File: src/rtl/h14tx_pattern_gen_pkg.sv
// Shared types and constants for the h14tx test-pattern source.
package h14tx_pattern_gen_pkg;

    typedef enum logic [2:0] {
        PAT_SOLID    = 3'd0,
        PAT_BARS     = 3'd1,
        PAT_CHECKER  = 3'd2,
        PAT_GRADIENT = 3'd3,
        PAT_BOX      = 3'd4
    } pattern_mode_e;

    // [2]=R, [1]=G, [0]=B
    typedef logic [2:0][7:0] rgb_t;

    localparam rgb_t RGB_BLACK = 24'h000000;
    localparam rgb_t RGB_WHITE = 24'hFFFFFF;

    // Colour bars, left to right.
    localparam rgb_t BAR_COLOURS [8] = '{
        24'hFFFFFF,   // white
        24'hFFFF00,   // yellow
        24'h00FFFF,   // cyan
        24'h00FF00,   // green
        24'hFF00FF,   // magenta
        24'hFF0000,   // red
        24'h0000FF,   // blue
        24'h000000    // black
    };

endpackage

File: src/rtl/h14tx_pattern_gen_bouncer.sv
// One axis of the bouncing box: position plus travel direction, stepped once per frame.
//
// dir_up | meaning
// -------+------------------------------------------------
//   1    | moving towards Limit, pos grows by Step per frame
//   0    | moving towards 0, pos shrinks by Step per frame
module h14tx_bouncer #(
    parameter int Width = 11,
    parameter int Limit = 1216,
    parameter int Step  = 4
) (
    input  logic             pixel_clk,
    input  logic             rst_n,
    input  logic             step_en,
    output logic [Width-1:0] pos
);

    localparam logic [Width:0] LIMIT_W = (Width+1)'(Limit);
    localparam logic [Width:0] STEP_W  = (Width+1)'(Step);

    logic           dir_up;
    logic [Width:0] pos_w;

    // One extra bit so pos+Step cannot wrap before the compare.
    assign pos_w = {1'b0, pos};

    // Advance one step per frame, clamping at each end and reversing there.
    always_ff @(posedge pixel_clk) begin
        if (!rst_n) begin
            pos    <= '0;
            dir_up <= 1'b1;
        end else if (step_en) begin
            if (dir_up) begin
                if (pos_w + STEP_W >= LIMIT_W) begin
                    pos    <= Width'(Limit);
                    dir_up <= 1'b0;
                end else begin
                    pos <= pos + Width'(Step);
                end
            end else begin
                if (pos_w <= STEP_W) begin
                    pos    <= '0;
                    dir_up <= 1'b1;
                end else begin
                    pos <= pos - Width'(Step);
                end
            end
        end
    end

endmodule

File: src/rtl/h14tx_pattern_gen.sv
// Test-pattern source for h14tx_rgb: maps the published x/y to a registered RGB pixel.
// Mode, frame counter and box position only change at the frame-start pixel.
module h14tx_pattern_gen
    import h14tx_pattern_gen_pkg::*;
#(
    parameter int BitWidth     = 11,
    parameter int BitHeight    = 10,
    parameter int ActiveWidth  = 1280,
    parameter int ActiveHeight = 720,
    parameter int BoxSize      = 64,
    parameter int Step         = 4,
    parameter int CheckLog2    = 5
) (
    input  logic                 pixel_clk,
    input  logic                 rst_n,
    input  logic [2:0]           mode,
    input  rgb_t                 solid_rgb,
    input  logic [BitWidth-1:0]  x,
    input  logic [BitHeight-1:0] y,
    output rgb_t                 rgb,
    output logic [7:0]           frame_cnt
);

    logic                 origin;
    logic                 origin_q;
    logic                 fs;
    logic [2:0]           mode_q;
    logic [BitWidth-1:0]  bx;
    logic [BitHeight-1:0] by;
    logic [BitWidth:0]    x_w;
    logic [BitHeight:0]   y_w;
    logic                 active;
    logic                 in_box;
    logic [2:0]           bar_idx;
    rgb_t                 pix_next;

    assign origin = (x == '0) && (y == '0);
    // Only the first cycle of a held origin counts as a frame start.
    assign fs     = origin && !origin_q;

    assign x_w    = {1'b0, x};
    assign y_w    = {1'b0, y};
    assign active = (x_w < (BitWidth+1)'(ActiveWidth)) && (y_w < (BitHeight+1)'(ActiveHeight));

    assign in_box = (x_w >= {1'b0, bx}) && (x_w < {1'b0, bx} + (BitWidth+1)'(BoxSize)) &&
                    (y_w >= {1'b0, by}) && (y_w < {1'b0, by} + (BitHeight+1)'(BoxSize));

    h14tx_bouncer #(
        .Width (BitWidth),
        .Limit (ActiveWidth - BoxSize),
        .Step  (Step)
    ) u_bounce_x (
        .pixel_clk (pixel_clk),
        .rst_n     (rst_n),
        .step_en   (fs),
        .pos       (bx)
    );

    h14tx_bouncer #(
        .Width (BitHeight),
        .Limit (ActiveHeight - BoxSize),
        .Step  (Step)
    ) u_bounce_y (
        .pixel_clk (pixel_clk),
        .rst_n     (rst_n),
        .step_en   (fs),
        .pos       (by)
    );

    // Bar index from constant boundaries k*ActiveWidth/8; no divider in hardware.
    always_comb begin
        bar_idx = '0;
        for (int k = 1; k < 8; k++) begin
            if (x_w >= (BitWidth+1)'(k * ActiveWidth / 8)) begin
                bar_idx = 3'(k);
            end
        end
    end

    // Next pixel from the current coordinate and the pre-update frame state.
    always_comb begin
        pix_next = RGB_BLACK;
        if (active) begin
            case (mode_q)
                PAT_SOLID:    pix_next = solid_rgb;
                PAT_BARS:     pix_next = BAR_COLOURS[bar_idx];
                PAT_CHECKER:  pix_next = (x[CheckLog2] ^ y[CheckLog2]) ? RGB_WHITE : RGB_BLACK;
                PAT_GRADIENT: pix_next = {x[7:0], y[7:0], frame_cnt};
                PAT_BOX:      pix_next = in_box ? RGB_WHITE : solid_rgb;
                default:      pix_next = RGB_BLACK;
            endcase
        end
    end

    // Output register plus per-frame state latched on frame start.
    always_ff @(posedge pixel_clk) begin
        if (!rst_n) begin
            rgb       <= RGB_BLACK;
            frame_cnt <= '0;
            mode_q    <= PAT_SOLID;
            origin_q  <= 1'b0;
        end else begin
            rgb      <= pix_next;
            origin_q <= origin;
            if (fs) begin
                mode_q    <= mode;
                frame_cnt <= frame_cnt + 8'd1;
            end
        end
    end

endmodule

File: config.mk
export PLATFORM = sky130hd
export DESIGN_NAME = h14tx_pattern_gen
export DESIGN_NICKNAME = d
export VERILOG_FILES = /design/src/rtl/h14tx_pattern_gen_pkg.sv /design/src/rtl/h14tx_pattern_gen_bouncer.sv /design/src/rtl/h14tx_pattern_gen.sv
export SDC_FILE = /design/constraint.sdc
export NUM_CORES = 1
export LEC_CHECK = 0
export ABC_AREA = 1
export CORE_UTILIZATION = 54
export CTS_CLUSTER_SIZE = 10
export DETAILED_ROUTE_END_ITERATION = 8
export GPL_ROUTABILITY_DRIVEN = 0
export GPL_TIMING_DRIVEN = 0
export PLACE_DENSITY = 0.82
export SYNTH_ARGS = -nofsm -noshare
export SYNTH_HDL_FRONTEND = slang
export SYNTH_SLANG_ARGS = --single-unit
File: constraint.sdc
create_clock -name pixel_clk -period 2.8 [get_ports pixel_clk]
set_input_delay 0.56 -clock pixel_clk [delete_from_list [all_inputs] [get_ports pixel_clk]]
set_output_delay 0.56 -clock pixel_clk [all_outputs]
set_load 0.02 [all_outputs]
==> results of run 1 <==
## power breakdown
group | switching (mW) | internal (mW) | total, mW
Sequential | 0.00378 | 0.798 | 0.802
Clock | 0.287 | 0.180 | 0.467
Combinational | 0.167 | 0.154 | 0.321
Total | 0.457 | 1.13 | 1.59
## critical path: cells and delay by family, from the launching register on
family / cells / cell delay [ps]
xor+xnor: 1 / 180
compound gates: 1 / 120
buf+inv: 3 / 480
simple gates: 8 / 960
fa+ha+maj: 1 / 290
flops: 1 / 510
## layout make-up
type                    count  area, µm²  share of cell area, %
multi-input cells         522       2830                   51.8
flip-flops and latches     55       1100                   20.2
repair buffers             80        801                   14.7
inverters                 103        387                   7.08
well taps                 102        128                   2.34
plain buffers              23        124                   2.27
clock buffers               5       68.8                   1.26
clock inverters             3       22.5                  0.412
## cells by family (layout without fill, tap and decap cells)
family / count (synthesis) / count (layout) / synth area share [%]
AND/OR/NAND/NOR: 330 / 330 / 31.5
AO/OA/AOI/OAI: 131 / 131 / 17.1
buffers and inverters: 126 / 214 / 11.5
flip-flops: 55 / 55 / 24.8
adder cells (fa/ha/maj): 37 / 37 / 10.4
XOR/XNOR: 24 / 24 / 4.73
## cells in the final DEF (no fill, tap or decap), types with 3 or more instances in the layout
master,n
a21oi_1,64
a21oi_2,4
a221oi_1,8
a31oi_1,3
buf_2,6
buf_4,4
clkbuf_1,11
clkbuf_8,5
clkdlybuf4s50_1,80
dfxtp_1,54
ha_1,37
inv_1,100
nand2_1,169
nand2_2,7
nand3_1,40
nand3b_1,5
nand4_1,15
nor2_1,77
nor3_1,12
o21ai_0,29
o22ai_1,15
xnor2_1,3
xor2_1,21
## sequential cells by signal, summed over array words and instances (netlist names)
register and flops:
u_bounce_y.dir_up 1, origin_q 1, u_bounce_x.pos 9, rgb 24
u_bounce_x.dir_up 1, mode_q 3, frame_cnt 8, u_bounce_y.pos 8
## through the flow
stage / setup TNS [ps] / setup WS, ps / power, mW / instance area, µm² / hold WS [ps]
floorplan: 0 / 666 / 0.982 / 4440 / 494
global placement: 0 / 28.9 / 1.13 / 5370 / 492
detailed placement: -11.3 / -11.3 / 1.13 / 5370 / 507
CTS: 0 / 200 / 1.59 / 5460 / 524
global route: 0 / 48.3 / 1.65 / 5460 / 538
finish: 0 / 211 / 1.59 / 5460 / 521
## layer usage
metal	wire, µm	GRT usage (%)	vias up
met1	5520	38.8	2244
met5	0	0	-
met2	5950	52.7	244
met3	1120	4.60	34
li1	-	-	2467
met4	354	12.2	0
## how the worst max path moves through the flow
stage          depth (start not counted)               from      end
6_report                              14  u_bounce_y.pos[6]  rgb[10]
5_1_grt                               14  u_bounce_x.pos[7]  rgb[18]
4_1_cts                               14  u_bounce_x.pos[6]  rgb[10]
3_5_place_dp                          13               y[6]  rgb[10]
3_3_place_gp                          13               y[6]   rgb[0]
2_1_floorplan                         14  u_bounce_x.pos[6]  rgb[10]
==> reports/metrics.csv, run 1 <==
metric;value;unit
Worst Hold Path Cells;2;
CP max FO;10;
count leader, synth;nand2_1;
Worst path slowest cell;dfxtp_1;
CP Cell Sequence;inv_1 > nor2_1 > xor2_1 > ha_1 > nand3_1 > nand2_1 > clkinv_1 > nand2_1 > nor2_1 > nand4_2 > buf_6 > nand2_1 > nand2_1 > a21oi_2;
clk sinks;55;
Post-Syn Area;0.00444;mm²
Max-cap violations;0;
min Tclk post-route;2590;ps
# rows;32;
vias per cell;5.59;
syn nets;790;
CP startpoint kind;register;
cts hold-fix bufs;0;
1st-iter DRT viols;294;
RSZ-0062 raised after global routing;false;
count of TritonRoute iterations in the first routing pass;7;
area of the core;0.00785;mm²
relative slew slack;53.6;%
Clk pin slew, worst setup/hold paths;120;ps
DRC viols;0;
largest net degree at the start of global routing;19;
post-CTS setup buffers;0;
Critical Path Sink Type;register;
I/O Buffers;80;
Worst Tran Pin Value;692;ps
HP Class;register to register;
setup slack, reg-to-reg;210;ps
count of final hold-check violations;0;
hold_sp;frame_cnt[7];
root buffer cell;clkbuf_8;
reg2reg end;rgb[10];
number of I/O pins;82;
Total GRT Usage;30.8;%
Leak Pwr;2.48;nW
gr ovfl total;0;
die area;0.00859;mm²
post-route insts no fill;893;
clock tree from TritonCTS;done;
status;completed;
share of the yosys chip area belonging to registers;24.8;%
Num CTS Buffers;5;
Synth async-reset ratio;0;%
Post-synth EDFFs;0;
clock skew;16.6;ps
initial antenna violation count;0;
routed wire length;12.9;mm
IR drop worst, VDD;0.175;mV
die width;92.7;µm
Syn. warnings;0;
vias in the first global route;4647;
clk buf depth;2;
DR vias;4989;
most frequent CP cell;nand2_1;
# H-tree levels;2;
synth top area cells;dfxtp_1, nand2_1, ha_1, inv_1, a21oi_1;
Die Span Y;92.7;µm
final period utilization;92.5;%
Final #Nets;877;
# setup viols final;0;
critical path class;register to register;
CP Data Required Time;3060;ps
share of the synthesized area in the top cell type;24.8;%
first-pass GRT wire length;21.5;mm
R2R depth;14;
Syn Inst Count;703;
Synth Register Bits;55;
Synth Area per Inst;6.32;µm²
DP Cell Count;885;
CP peak stage delay;510;ps
P&R area growth vs syn;23.0;%
PwrDens;291;mW/mm²
area leader, netlist;dfxtp_1;
Max Freq;386;MHz
Post-synth top cells;nand2_1, inv_1, nor2_1;
critical path data arrival time;2850;ps
initial core utilization;56.6;%
dominant register cell in the synthesized netlist;dfxtp_1;
cts repair resizes;0;
routed length per instance;14.5;µm
Netlist cell types;34;
layout cells sized above 1;5.06;%
Hold Path End;frame_cnt[7];
post-route ant nets;0;
utilization after layout;69.6;%
DP Wirelength;10.1;mm
r2r startpoint;u_bounce_y.pos[6];
ant diodes;0;
Clk Latency, worst-skew pair;320;ps
fin. max-slew vios;0;
Fillers;713;
(Power assumes the default switching activity.)
==> inputs of run 2 (changes only) <==
--- a/config.mk
+++ b/config.mk
@@ -10,7 +10,6 @@
 export CTS_CLUSTER_SIZE = 10
 export DETAILED_ROUTE_END_ITERATION = 8
 export GPL_ROUTABILITY_DRIVEN = 0
-export GPL_TIMING_DRIVEN = 0
 export PLACE_DENSITY = 0.82
 export SYNTH_ARGS = -nofsm -noshare
 export SYNTH_HDL_FRONTEND = slang
==> run 2 against run 1 <==
  * Hold slack worse by 14 ps
  * Count of clock-buffer cells in the layout up 1
  * Total power down 1.1%
  * Critical path type is now input pin to register
  * Clock power down 4.3%
  * Die area unchanged
  * Non-clock buffer count down 10
  * Sequential power about the same
  * Routed wire length down 2.4%
  * Final area down 0.11%
==> reports/metrics.csv, run 2 (synthesis gave the netlist of run 1 again) <==
metric;value;unit
status;completed;
Total GRT Usage;30.1;%
Num CTS Buffers;5;
clk buf depth;2;
relative slew slack;62.0;%
Fillers;696;
post-route ant nets;0;
count of TritonRoute iterations in the first routing pass;5;
Leak Pwr;2.47;nW
Setup TNS Final;0;ps
routed length per instance;14.3;µm
vias per cell;5.58;
routed wire length;12.6;mm
CP Data Required Time;3010;ps
layout cells sized above 1;4.87;%
commonest non-fill, non-tap cell in the layout;nand2_1;
# H-tree levels;2;
1st-iter DRT viols;260;
post-CTS setup buffers;0;
die width;92.7;µm
die area;0.00859;mm²
ant diodes;0;
area of the core;0.00785;mm²
fin worst setup slack;269;ps
RSZ-0062 raised after global routing;false;
vias in the first global route;4638;
PwrDens;288;mW/mm²
Max-cap violations;0;
initial core utilization;56.6;%
Top reg by flops;rgb;
Critical Path Sink Type;register;
gr ovfl total;0;
first-pass GRT wire length;21.1;mm
clock skew;13.0;ps
DR vias;4927;
I/O Buffers;81;
clk sinks;55;
DRC viols;0;
setup slack, reg-to-reg;290;ps
Design Area, Final;0.00546;mm²
final period utilization;90.4;%
clock tree from TritonCTS;done;
CP peak stage delay;450;ps
Worst path slowest cell;clkdlybuf4s50_1;
# setup viols final;0;
root buffer cell;clkbuf_8;
DP Wirelength;9.66;mm
CP startpoint kind;input pin;
IR drop worst, VDD;0.298;mV
most frequent cells in the layout;nand2_1, inv_1, clkdlybuf4s50_1;
number of I/O pins;82;
largest net degree at the start of global routing;37;
CP Cell Sequence;clkdlybuf4s50_1 > buf_4 > nor2_1 > nand3_1 > nor2_1 > nand3_1 > nor2_2 > inv_2 > a21oi_1 > nand3_1 > nand2_1 > inv_1;
Max Freq;395;MHz
Post-Place Worst Slack;1.86;ps
Clk Latency, worst-skew pair;310;ps
Final #Nets;867;
min Tclk post-route;2530;ps
P&R area growth vs syn;22.8;%
cts repair resizes;0;
Die Span Y;92.7;µm
utilization after layout;69.5;%
Worst Tran Pin Value;569;ps
critical path class;input pin to register;
Placed Instance Area;0.00537;mm²
HP Class;register to register;
CP max FO;36;
fin. max-slew vios;0;
max reg flops;24;
# rows;32;
cts hold-fix bufs;0;
count of final hold-check violations;0;
most frequent CP cell;nand3_1;
Largest regs;rgb x24, u_bounce_x.pos x9;
critical path data arrival time;2740;ps
Clk pin slew, worst setup/hold paths;100;ps
initial antenna violation count;0;
-- run 2: cell count changes in the layout (fill, tap and decap cells not counted) --
cell	change
clkbuf_1	-10
buf_2	-6
buf_4	+6
buf_12	+2
buf_6	-2
clkdlybuf4s50_1	+1
clkinv_4	-1
clkinvlp_4	+1
dfxtp_1	+1
dfxtp_2	-1
inv_6	-1
-- run 2: worst paths after layout --
path / startpoint / to / cells after the start
worst max-delay path: y[5] / u_bounce_x.pos[6] / 12
worst min-delay path: frame_cnt[7] / frame_cnt[7] / 2
worst max register to register: u_bounce_x.pos[6] / rgb[0] / 14
worst min register to register: frame_cnt[7] / frame_cnt[7] / 2
-- run 2: where the power goes --
group          leakage [nW]  switching (mW)  total, mW  internal, mW
clock                0.0412           0.271      0.447         0.176
combinational          1.98           0.163      0.324         0.160
sequential            0.446         0.00398      0.802         0.798
-- run 2: worst max-delay path, delay by kind of cell --
kind | cells | cell delay (ps)
simple gates | 7 | 1020
compound gates | 1 | 220
buf+inv | 4 | 950
-- run 2: cell type report --
class	instances	area, µm²	share of cell area (%)
multi-input cells	522	2830	51.9
flip-flops and latches	55	1100	20.2
repair buffers	93	926	17.0
inverters	103	387	7.08
well taps	102	128	2.34
clock buffers	6	72.6	1.33
clock inverters	2	12.5	0.229
-- run 2: per-stage QoR --
step / hold WS (ps) / instances / power [mW]
global route: 530 / 883 / 1.64
finish: 508 / 883 / 1.57
floorplan: 494 / 703 / 0.982
CTS: 505 / 883 / 1.57
detailed placement: 489 / 875 / 1.14
global placement: 493 / 875 / 1.13
-- run 2: layer usage --
layer	track usage [%]	wire, µm	vias up	part of all wire (%)
met5	0	0	-	0
met4	10.6	289	0	2.3
met3	3.61	884	32	7.0
met2	51.5	5850	234	46
met1	38.9	5600	2223	44
li1	-	-	2438	-
==> inputs of run 3 (changes only) <==
--- a/config.mk
+++ b/config.mk
@@ -6,6 +6,7 @@
 export NUM_CORES = 1
 export LEC_CHECK = 0
 export ABC_AREA = 1
+export CAP_MARGIN = 10
 export CORE_UTILIZATION = 54
 export CTS_CLUSTER_SIZE = 10
 export DETAILED_ROUTE_END_ITERATION = 8
==> results of run 3 <==
Same layout as run 2: the final DEF is identical, and so are final timing and power.
